## src/rtl/dsp_out_formatter.sv

```systemverilog
// FIR output formatter: round-half-up right shift, saturation to DATA_WIDTH,
// one-word staging register and a first-word-fall-through FIFO toward dst.
// Saturation events are reported through a sticky flag and a saturating counter.
module dsp_out_formatter #(
  parameter int IN_WIDTH   = 37,
  parameter int DATA_WIDTH = 16,
  parameter int DEPTH      = 8
) (
  input  logic                        clk,
  input  logic                        rst,
  input  logic [5:0]                  shift,
  input  logic                        clear_sat,
  input  logic [IN_WIDTH-1:0]         src_data_in,
  input  logic                        src_valid_in,
  output logic                        src_ready_out,
  output logic [DATA_WIDTH-1:0]       dst_data_out,
  output logic                        dst_valid_out,
  input  logic                        dst_ready_in,
  output logic [$clog2(DEPTH):0]      level,
  output logic                        sat_flag,
  output logic [15:0]                 sat_count
);

  localparam int AW = $clog2(DEPTH);
  localparam int LW = AW + 1;
  localparam int PAD = IN_WIDTH - DATA_WIDTH + 2;
  localparam logic [5:0] MAX_SHIFT = 6'(IN_WIDTH - 1);
  localparam logic signed [IN_WIDTH:0] MAX_V = {{PAD{1'b0}}, {(DATA_WIDTH-1){1'b1}}};
  localparam logic signed [IN_WIDTH:0] MIN_V = {{PAD{1'b1}}, {(DATA_WIDTH-1){1'b0}}};

  logic [DATA_WIDTH-1:0] mem_q [DEPTH];

  logic                  s1_valid_q, s1_valid_d;
  logic [DATA_WIDTH-1:0] s1_data_q, s1_data_d;
  logic                  s1_sat_q, s1_sat_d;
  logic [AW-1:0]         wr_ptr_q, wr_ptr_d;
  logic [AW-1:0]         rd_ptr_q, rd_ptr_d;
  logic [LW-1:0]         level_q, level_d;
  logic                  sat_flag_q, sat_flag_d;
  logic [15:0]           sat_count_q, sat_count_d;

  logic                  accept;
  logic                  rd_en;
  logic [5:0]            eff_shift;
  logic signed [IN_WIDTH:0] ext, rnd, sum, shd;
  logic [DATA_WIDTH-1:0] fmt_data;
  logic                  fmt_sat;

  // Handshake: one slot of headroom is reserved for the word sitting in S1.
  always_comb begin
    src_ready_out = (LW'(DEPTH) - level_q) > {{(LW-1){1'b0}}, s1_valid_q};
    accept        = src_valid_in && src_ready_out;
    dst_valid_out = (level_q != '0);
    rd_en         = dst_valid_out && dst_ready_in;
    dst_data_out  = dst_valid_out ? mem_q[rd_ptr_q] : '0;
    level         = level_q;
    sat_flag      = sat_flag_q;
    sat_count     = sat_count_q;
  end

  // Rescale with round-half-up; the extra top bit keeps the rounding add from overflowing.
  always_comb begin
    eff_shift = (shift > MAX_SHIFT) ? MAX_SHIFT : shift;
    ext       = {src_data_in[IN_WIDTH-1], src_data_in};
    rnd       = '0;
    if (eff_shift != 6'd0) rnd = {{IN_WIDTH{1'b0}}, 1'b1} << (eff_shift - 6'd1);
    sum       = ext + rnd;
    shd       = sum >>> eff_shift;
    fmt_sat   = 1'b0;
    fmt_data  = shd[DATA_WIDTH-1:0];
    if (shd > MAX_V) begin
      fmt_data = MAX_V[DATA_WIDTH-1:0];
      fmt_sat  = 1'b1;
    end else if (shd < MIN_V) begin
      fmt_data = MIN_V[DATA_WIDTH-1:0];
      fmt_sat  = 1'b1;
    end
  end

  // Next-state for S1, FIFO pointers/occupancy and saturation accounting.
  always_comb begin
    s1_valid_d  = accept;
    s1_data_d   = accept ? fmt_data : s1_data_q;
    s1_sat_d    = accept ? fmt_sat : s1_sat_q;
    wr_ptr_d    = s1_valid_q ? wr_ptr_q + AW'(1) : wr_ptr_q;
    rd_ptr_d    = rd_en ? rd_ptr_q + AW'(1) : rd_ptr_q;
    level_d     = level_q;
    if (s1_valid_q && !rd_en) level_d = level_q + LW'(1);
    else if (!s1_valid_q && rd_en) level_d = level_q - LW'(1);
    sat_flag_d  = sat_flag_q;
    sat_count_d = sat_count_q;
    if (clear_sat) begin
      sat_flag_d  = 1'b0;
      sat_count_d = '0;
    end
    if (s1_valid_q && s1_sat_q) begin
      sat_flag_d = 1'b1;
      if (sat_count_d != 16'hFFFF) sat_count_d = sat_count_d + 16'd1;
    end
  end

  // Control state with synchronous reset; a reset drops anything buffered or in flight.
  always_ff @(posedge clk) begin
    if (rst) begin
      s1_valid_q  <= 1'b0;
      wr_ptr_q    <= '0;
      rd_ptr_q    <= '0;
      level_q     <= '0;
      sat_flag_q  <= 1'b0;
      sat_count_q <= '0;
    end else begin
      s1_valid_q  <= s1_valid_d;
      wr_ptr_q    <= wr_ptr_d;
      rd_ptr_q    <= rd_ptr_d;
      level_q     <= level_d;
      sat_flag_q  <= sat_flag_d;
      sat_count_q <= sat_count_d;
    end
  end

  // Datapath storage is not reset; validity is tracked by s1_valid_q and level_q.
  always_ff @(posedge clk) begin
    s1_data_q <= s1_data_d;
    s1_sat_q  <= s1_sat_d;
    if (s1_valid_q) mem_q[wr_ptr_q] <= s1_data_q;
  end

endmodule

```

## config.mk

```make
export PLATFORM = sky130hd
export DESIGN_NAME = dsp_out_formatter
export DESIGN_NICKNAME = d
export VERILOG_FILES = /design/src/rtl/dsp_out_formatter.sv
export SDC_FILE = /design/constraint.sdc
export NUM_CORES = 1
export LEC_CHECK = 0
export ABC_AREA = 0
export BUFFER_PORTS_ARGS = -buffer_cell sky130_fd_sc_hd__buf_2
export CAP_MARGIN = 20
export CORE_ASPECT_RATIO = 0.7
export CORE_MARGIN = 2
export CORE_UTILIZATION = 55
export CTS_CLUSTER_SIZE = 12
export DETAILED_ROUTE_END_ITERATION = 7
export PLACE_DENSITY = 0.72
export SLEW_MARGIN = 20
export SYNTH_ARGS = -nofsm -noshare
export SYNTH_HDL_FRONTEND = slang
export SYNTH_SLANG_ARGS = --single-unit
```

## constraint.sdc

```tcl
create_clock -name clk -period 6.36 [get_ports clk]
set_input_delay 0.636 -clock clk [delete_from_list [all_inputs] [get_ports clk]]
set_output_delay 0.636 -clock clk [all_outputs]
set_load 0.01 [all_outputs]
```

==> results of run 1 <==
-- placed cells by master, fill, tap and decap left out, types with 8 or more instances in the layout --
cell type,n
a221oi_1,8
and2_1,17
buf_4,134
mux2i_1,57
ha_1,45
mux4_2,36
dfxtp_1,30
or3_1,11
edfxtp_1,145
nor3_1,37
o21ai_1,12
a31oi_1,11
a211o_1,9
nand2b_1,26
nand4_1,15
o21ai_0,70
a211oi_1,18
nand2_1,124
o211ai_1,15
clkbuf_16,19
nor2_1,161
a21oi_1,91
o21a_1,11
and3_1,11
xnor2_1,21
a21o_1,21
a311oi_1,9
or2_2,9
mux2_2,10
nor2b_1,12
buf_2,86
nand3_1,35
xor2_1,16
inv_1,15
-- layout make-up --
class	instances	area, um2
inverters	14	52.6
well taps	325	407
clock inverters	8	53.8
fillers	1977	8810
repair buffers	221	1450
flip-flops and latches	176	4980
multi-input cells	1112	8170
clock buffers	24	524
-- power groups by stage --
stage / Sequential (uW) / Combinational [uW] / Clock (uW)
2_1_floorplan: 1500 / 950 / 0
3_3_place_gp: 1530 / 1390 / 0
3_5_place_dp: 1540 / 1410 / 0
4_1_cts: 1520 / 1430 / 1030
5_1_grt: 1530 / 1570 / 1060
6_report: 1520 / 1450 / 1010
-- kinds of logic after synthesis --
group,Yosys count
muxes,103
other,1
and+or+nand+nor,503
buffers and inverters,106
xor gates and xnor gates,39
AOI/OAI and AO/OA,419
DFF,176
adders and majority gates,47
-- layer usage --
layer | part of all wire | vias to the layer above | track usage
li1 | - | 5670 | -
met3 | 0.14 | 47 | 0.128
met1 | 0.46 | 6068 | 0.547
met5 | 0 | - | 0
met4 | 0.010 | 0 | 0.0556
met2 | 0.39 | 815 | 0.461
-- worst max-delay path, cell delays in order --
cell	delay (ns)
buf_2	0.16
nor2_1	0.40
nand2_1	0.38
nor3_1	0.55
ha_1	0.41
a21oi_1	0.23
o211ai_1	0.15
o211a_1	0.20
o2111ai_1	0.58
nand2_1	0.19
o32ai_4	0.45
a22o_1	0.20
o221ai_1	0.18
a31oi_1	0.35
o211ai_1	0.15
or4b_4	0.58
o41ai_4	0.33
buf_4	0.24
a31oi_1	0.10
-- through the flow --
stage                     setup WS [ns]  total power [uW]  area, um2
final                            0.0397              3990      15600
after global routing             0.0137              4170      15600
after CTS                         0.425              3980      15600
after detailed placement       -0.00478              2950      15000
after global placement          0.00120              2920      15000
after floorplan                   0.187              2450      13600
-- path summary, 6_finish.rpt --
check / from / endpoint / slack [ns] / cells after the start
worst max-delay path: shift[5] / s1_data_q[1] / 0.04 / 19
worst min-delay path: rd_ptr_q[1] / flop / 0.49 / 2
worst max register to register: level[0] / level[3] / 3.24 / 15
worst min register to register: rd_ptr_q[1] / flop / 0.49 / 2
-- sequential cells by signal, indices dropped and copies added (netlist names), named ones only --
signal / flops
mem_q: 128
s1_data_q: 16
sat_count: 16
level: 4
rd_ptr_q: 3
wr_ptr_q: 3
s1_sat_q: 1
s1_valid_q: 1
sat_flag: 1
==> metrics.txt, run 1 <==
outcome=complete, no violations; Setup Viol. Count Final=0; Compound-Gate Fraction of Synth Area=0.234; post-synthesis async set-or-reset flop share=0; drt drc=0; core area=roughly 24,000 um2; most numerous cell in the Yosys netlist=nor2_1; syn nets=between 1,000 and 1,500; wire per inst=24.1 um; Internal=2610 uW; Core Util, Final=0.639; Vias/cell=6.70; Worst Setup End Kind=flop; YS warnings=0; Synth Area per Inst=roughly 10 um2; CTS root buffer=clkbuf_16; Max Cap Viol=0; Synth top cells by count=nor2_1 (161), edfxtp_1 (145), nand2_1 (124), a21oi_1 (91), o21ai_0 (70); Iter 0 DRT Violations=roughly 2,100; area grow syn2layout=15.0%; routability cong.=1.06; Clk pin slew, worst setup/hold paths=~0.070 ns; Final Hold Vio Count=0; Peak Freq=158 MHz; worst vdd ir=slightly above 0.0004 V; CP startpoint kind=input port; clock share of power=0.254; largest cells by area after synthesis=edfxtp_1 (32%), mux4_2 (6.0%), dfxtp_1 (4.6%), nor2_1 (4.4%), mux2i_1 (4.2%); worst min path class=flop to flop; Pre-antenna DRT Iters=7; first-pass GRT wire length=68.1 mm; Sw Share=0.347; worst rel slew slack=0.352; synthesized cell area=between 10,000 and 15,000 um2; Synth area leader=edfxtp_1; Yosys reg bits=176; total wire length=~45 mm; CTS-repair resized insts=0; vias in the first global route=roughly 11,000; ANT cells=0; Top FF cell, synth=edfxtp_1; Pins Over Slew Limit=0; post-synthesis mux area share=0.110; Adder-Cell Fraction of Synth Area=0.0444; LEAKAGE=0.00599 uW; GRT Total Usage=0.350; sw power=1380 uW; share of cells above drive strength 1=0.246; CP Max Fanout=12; post-DP HPWL=roughly 34 mm; num ports=87; simple-gate portion of the synthesized area=0.184; synthesized instance count=approximately 1,400; XOR/XNOR Fraction of Synth Area=0.0262; register area share after synthesis=0.366; initial antenna violation count=0; H-tree depth=4; Vias=approximately 13,000; post-synth top area share=0.320; Fin Setup TNS=0 ns; Max clock buf depth=2; critical path class=input port to flop; Power Density=about 260 nW/um2; Placed Cells=between 1,500 and 2,000; Min Hold Slack=slightly below 0.5 ns; Post-synth EDFFs=~150; CTS tree=built; Reg power frac=0.381; Routed Antenna Nets=0; period utilisation layout=0.994; pin count of the biggest net entering global routing=between 40 and 50; total gr overflow=0; Worst-Margin Slew=between 0.9 and 1 ns; Non-Filler Instances=about 1,900; CTS Hold Buffers Added=0; die span in y=136 um; Num CTS Buffers=17; Worst EP required=6.51 ns; Die ar.=between 20,000 and 30,000 um2; worst skew pair latency=0.43 ns; Logic pwr share=0.364; row count=48; post-CTS setup buffer count=0; chip width=192 um; RSZ-0062 raised after global routing=false; count of different cell masters after synthesis=approximately 120; Initial Utilization=0.556; I/O Buffers=between 80 and 90; worst endpoint data arrival time=about 6.5 ns; Worst Skew=about 0.011 ns; clock tree sinks=approximately 180; post-layout min period=6.32 ns; largest family of logic cells by synthesized area=compound AO/OA/AOI/OAI gates; NumNets Final=~1,600
(Power assumes the default switching activity.)
==> run 2: changes to the inputs <==
==> constraint.sdc (replaced) <==
create_clock -name clk -period 6.36 [get_ports clk]
set_input_delay 0.954 -clock clk [delete_from_list [all_inputs] [get_ports clk]]
set_output_delay 0.954 -clock clk [all_outputs]
set_load 0.01 [all_outputs]
==> run 2 against run 1 <==
Compared with the run above: final cell count up 3.6%; sequential power about the same; worst setup slack better by 0.12 ns; via count rose by 2.2%; die area is the same; register-to-register slack got worse by 0.06 ns; hold slack worse by 0.0068 ns; critical path type unchanged; power grew 0.90%; combinational power rose by 3%; clock skew is 0.00059 ns lower.
==> metrics.txt, run 2 (synthesis gave the netlist of run 1 again) <==
share of cells above drive strength 1=0.286; clock tree sinks=176; NumNets Final=about 1,700; worst min path class=flop to flop; post-layout min period=just over 6 ns; worst rel slew slack=0.300; Peak Freq=161 MHz; Sw Share=0.348; row count=48; Post-Place Cell Area=15,600 um2; Initial Utilization=0.556; reg2reg setup slack=3.18 ns; fin area=approximately 16,000 um2; Final Hold Vio Count=0; period utilisation layout=0.975; Worst Skew=0.0105 ns; outcome=complete, no violations; drt drc=0; commonest cells after routing, fill and taps aside=buf_4 (201), nor2_1 (158), edfxtp_1 (145); max FFs per register=between 100 and 150; Clk pin slew, worst setup/hold paths=around 0.07 ns; I/O Buffers=86; CTS tree=built; sw power=around 1400 uW; RSZ-0062 raised after global routing=false; worst vdd ir=~0.00034 V; Iter 0 DRT Violations=roughly 1,500; Worst-Margin Slew=between 1 and 1.5 ns; Fin Setup TNS=0 ns; post-CTS setup buffer count=0; pin count of the biggest net entering global routing=46; crit path from=shift[4]; core area=about 24,000 um2; initial antenna violation count=1; Die ar.=around 26,000 um2; Internal=around 2600 uW; ANT cells=0; Core Util, Final=0.663; Setup Viol. Count Final=0; post-DP HPWL=between 30 and 40 mm; Reg power frac=0.377; worst endpoint data arrival time=around 6.4 ns; CTS Hold Buffers Added=0; die span in y=136 um; Max Cap Viol=0; num ports=87; Vias=12,882; area grow syn2layout=19.2%; worst skew pair latency=roughly 0.43 ns; clock share of power=0.251; CTS root buffer=clkbuf_16; fillers=a little under 2,000; final setup margin=approximately 0.16 ns; CP Max Fanout=12; Worst EP required=approximately 6.5 ns; final total power=slightly above 4000 uW; wire per inst=23.4 um; critical path class=input port to flop; Reg with most FFs=mem_q; most common cell after layout, fill and taps aside=buf_4; chip width=approximately 190 um; total gr overflow=0; Routed Antenna Nets=0; Power Density=about 250 nW/um2; Worst Setup End Kind=flop; LEAKAGE=between 0.006 and 0.007 uW; Num CTS Buffers=17; total wire length=45.5 mm; first-pass GRT wire length=roughly 68 mm; Pins Over Slew Limit=0; dpl ws=-0.235 ns; GRT Total Usage=0.350; RR Endpoint=level[3]; Logic pwr share=0.373; Pre-antenna DRT Iters=6; r2r worst-path depth=15; CP startpoint kind=input port; H-tree depth=4; CTS-repair resized insts=0; Vias/cell=between 6 and 7; vias in the first global route=between 10,000 and 15,000; Critical R2R Launch=level[0]; Max clock buf depth=2; Setup crit end=s1_data_q[1]; routability cong.=between 1 and 1.5
==> run 2: power by group through the flow <==
stage                     combinational [uW]  sequential (uW)  clock (uW)
after floorplan                          950             1500           0
after global placement                  1420             1530           0
after CTS                               1470             1510        1020
after global routing                    1600             1530        1070
final                                   1500             1520        1010
after detailed placement                1450             1540           0
==> run 2: how the worst min path moves through the flow <==
| stage | from | endpoint | cells after the start |
|---|---|---|---|
| global route | rd_ptr_q[1] | flop | 2 |
| global placement | rd_ptr_q[1] | rd_ptr_q[1] | 2 |
| finish | rd_ptr_q[1] | flop | 2 |
| detailed placement | rd_ptr_q[1] | rd_ptr_q[1] | 2 |
| CTS | rd_ptr_q[1] | flop | 2 |
| floorplan | rd_ptr_q[1] | flop | 2 |
==> run 2: cell type report <==
cell class | count | area, um2 | share of cell area
clock buffers | 22 | 507 | 0.0313
clock inverters | 10 | 68.8 | 0.00425
inverters | 14 | 52.6 | 0.00324
multi-input cells | 1112 | 8210 | 0.507
flip-flops and latches | 176 | 4980 | 0.307
well taps | 325 | 407 | 0.0251
repair buffers | 289 | 1980 | 0.122
==> run 2: stage by stage <==
step / hold WS, ns / instances
after floorplan: 0.454 / 1394
after global placement: 0.469 / 1916
after detailed placement: 0.474 / 1916
after CTS: 0.484 / 1948
after global routing: 0.511 / 1948
final: 0.484 / 1948
==> run 2: layer usage <==
| layer | part of all wire | track usage |
|---|---|---|
| met5 | 0.0018 | 0.0212 |
| met1 | 0.46 | 0.534 |
| met2 | 0.39 | 0.463 |
| met3 | 0.14 | 0.145 |
| met4 | 0.0075 | 0.0487 |
==> run 2: worst max-delay path: stages <==
cell      delay, ns
buf_2          0.13
buf_4          0.16
or2_2          0.28
nor2_1         0.30
nand2_2        0.19
nor2_1         0.13
ha_1           0.15
buf_4          0.15
nand4_1        0.24
or3_4          0.48
a21oi_4        0.30
and2_4         0.24
mux2_2         0.36
a211oi_4       0.45
nand2_1        0.14
a31oi_1        0.28
o211ai_1       0.15
or4b_4         0.58
o41ai_4        0.34
buf_4          0.24
a31oi_1        0.09
==> run 3: changes to the inputs <==
--- a/config.mk
+++ b/config.mk
@@ -5,7 +5,7 @@
 export SDC_FILE = /design/constraint.sdc
 export NUM_CORES = 1
 export LEC_CHECK = 0
-export ABC_AREA = 0
+export ABC_AREA = 1
 export BUFFER_PORTS_ARGS = -buffer_cell sky130_fd_sc_hd__buf_2
 export CAP_MARGIN = 20
 export CORE_ASPECT_RATIO = 0.7
==> run 3 against run 2 <==
Compared with the run above: register-to-register slack got worse by 0.18 ns; clock-buffer cell count did not move; routed wire length is 6.0% lower; synthesized cell count is 36% higher; highest routed layer is now met4.
==> metrics.txt, run 3 <==
area grow syn2layout=10.5%; Placed Cells=roughly 2,300; Clk pin slew, worst setup/hold paths=0.07 ns; Routed Antenna Nets=0; I/O Buffers=86; LEAKAGE=0.00659 uW; post-synth top area share=0.332; Die ar.=roughly 25,000 um2; Met3 Wirelength=roughly 6.5 mm; chip width=189 um; synthesized cell area=between 10,000 and 15,000 um2; post-synthesis async set-or-reset flop share=0; Reg with most FFs=mem_q; Largest stage delay, worst path=between 0.5 and 0.6 ns; max FFs per register=around 130; Synth area leader=edfxtp_1; dpl ws=approximately 0.0049 ns; final total power=between 3000 and 4000 uW; post-layout min period=between 6 and 7 ns; Power Density=about 270 nW/um2; core area=23,500 um2; Most common cell on crit path=nand2_1; Adder-Cell Fraction of Synth Area=0.0460; Pre-antenna DRT Iters=6; Pins Over Slew Limit=0; most common cell after layout, fill and taps aside=nand2_1; worst rel slew slack=0.269; Synth Area per Inst=6.92 um2; count of different cell masters after synthesis=53; Hold Path Depth=2; worst min path class=flop to flop; routability cong.=about 1.1; Compound-Gate Fraction of Synth Area=0.117; critical path class=input port to flop; period utilisation layout=0.946; Post-synth EDFFs=between 100 and 150; clock tree sinks=around 180; Vias=between 10,000 and 15,000; worst endpoint data arrival time=slightly above 6 ns; CTS root buffer=clkbuf_16; Peak Freq=166 MHz; CP bufs+invs=7; Initial Utilization=0.558; post-synthesis mux area share=0.000763; Final Hold Vio Count=0; fillers=about 2,200; H-tree depth=4; Max Used Layer=met4; synthesized instance count=1,896; r2r worst-path depth=15; Iter 0 DRT Violations=1,711; first-pass GRT wire length=~66 mm; Setup Viol. Count Final=0; Worst EP required=6.54 ns; final setup margin=0.344 ns; Fin Setup TNS=0 ns; vias in the first global route=about 12,000; M1 WL=just over 20 mm; worst skew pair latency=between 0.4 and 0.5 ns; commonest cells after routing, fill and taps aside=nand2_1 (514), nor2_1 (256), nand3_1 (223); register area share after synthesis=0.379; NumNets Final=around 2,000; Max clock buf depth=2; simple-gate portion of the synthesized area=0.362; YS warnings=0; Vias/cell=~5.8; CP Depth=35; Top FF cell, synth=edfxtp_1; total wire length=42.8 mm; met2 routed WL=15.8 mm; num ports=between 80 and 90; initial antenna violation count=1; drt drc=0; CP delay by family, top=simple AND/OR/NAND/NOR gates; CTS tree=built; Yosys reg bits=between 150 and 200; largest family of logic cells by synthesized area=simple AND/OR/NAND/NOR gates; outcome=complete, no violations; CP Max Fanout=16; Min Hold Slack=about 0.46 ns; CP startpoint kind=input port; most numerous cell in the Yosys netlist=nand2_1; Worst Setup End Kind=flop; wire per inst=18.7 um; post-DP HPWL=32.6 mm; Worst-Margin Slew=~1.1 ns; worst vdd ir=0.000229 V; RSZ-0062 raised after global routing=false; GRT Total Usage=0.342; Synth top cells by count=nand2_1 (514), nor2_1 (260), nand3_1 (223), inv_1 (191), edfxtp_1 (145); Num CTS Buffers=17; Max Cap Viol=0; die span in y=around 130 um; pin count of the biggest net entering global routing=between 40 and 50; total gr overflow=0; share of cells above drive strength 1=0.121; Non-Filler Instances=roughly 2,300; row count=47; Slowest cell on crit path=nor3_2; XOR/XNOR Fraction of Synth Area=0.0107; syn nets=between 1,500 and 2,000; Worst Skew=between 0.01 and 0.015 ns; CTS Hold Buffers Added=0; largest cells by area after synthesis=edfxtp_1 (33%), nand2_1 (15%), nand3_1 (8.5%), nor2_1 (7.4%), inv_1 (5.5%)
[run 3: changes by cell type in the layout (fill, tap and decap cells not counted), moves of 26 or more]
cell,previous run,this run
o21ai_0,68,134
mux4_2,36,0
nand3_1,35,223
a21oi_1,89,60
nand2b_1,26,0
nand2_1,122,514
nor2_1,158,256
inv_1,13,189
buf_4,201,27
mux2i_1,57,1
nor3_1,36,9
[run 3: cell families after synthesis]
family / Yosys count
xor gates and xnor gates: 16
other: 1
muxes: 1
adders and majority gates: 47
DFF: 176
AOI/OAI and AO/OA: 274
and+or+nand+nor: 1096
buffers and inverters: 285
[run 3: worst paths after layout]
path | start | to | slack (ns)
setup / recovery | shift[5] | s1_data_q[0] | 0.34
hold / removal | rd_ptr_q[2] | rd_ptr_q[2] | 0.46
setup reg to reg | level[0] | level[3] | 3.00
hold reg to reg | rd_ptr_q[2] | rd_ptr_q[2] | 0.46
[run 3: power by group]
part | leakage, uW | internal (uW) | switching [uW]
Clock | 0.000312 | 614 | 465
Sequential | 0.00155 | 1410 | 107
Combinational | 0.00472 | 432 | 914
[run 3: worst reg2reg max path: cells and delay by family, from the launching register on]
family,cells,cell delay [ns]
AO/OA/AOI/OAI,3,0.47
adder cells (fa/ha/maj),3,0.78
buffers and inverters,2,0.29
flip-flops,1,0.35
AND/OR/NAND/NOR,7,1.36
[run 3: cell type report]
| type | count | area (um2) | share of cell area |
|---|---|---|---|
| Multi-Input combinational cell | 1435 | 7060 | 0.487 |
| Sequential cell | 176 | 4980 | 0.343 |
| Inverter | 214 | 808 | 0.0558 |
| Timing Repair Buffer | 113 | 633 | 0.0437 |
| Clock buffer | 22 | 518 | 0.0357 |
| Tap cell | 318 | 398 | 0.0274 |
| Clock inverter | 10 | 101 | 0.00699 |
| Antenna cell | 1 | 2.50 | 0.000173 |
[run 3: stage by stage]
step / utilization / area [um2]
detailed placement: 0.589 / 13900
global route: 0.616 / 14500
floorplan: - / 13100
finish: 0.616 / 14500
global placement: 0.589 / 13900
CTS: 0.615 / 14500
[run 3: repair_timing]
item,CTS,global route
gates resized for setup,0,7
setup endpoints to repair,0,16
buffers inserted,0,0
[run 3: routing by layer]
layer  vias up  GRT usage
li1       6427          -
met2       791      0.445
met1      6010      0.530
met4         0     0.0503
met3        50      0.140
met5         -          0
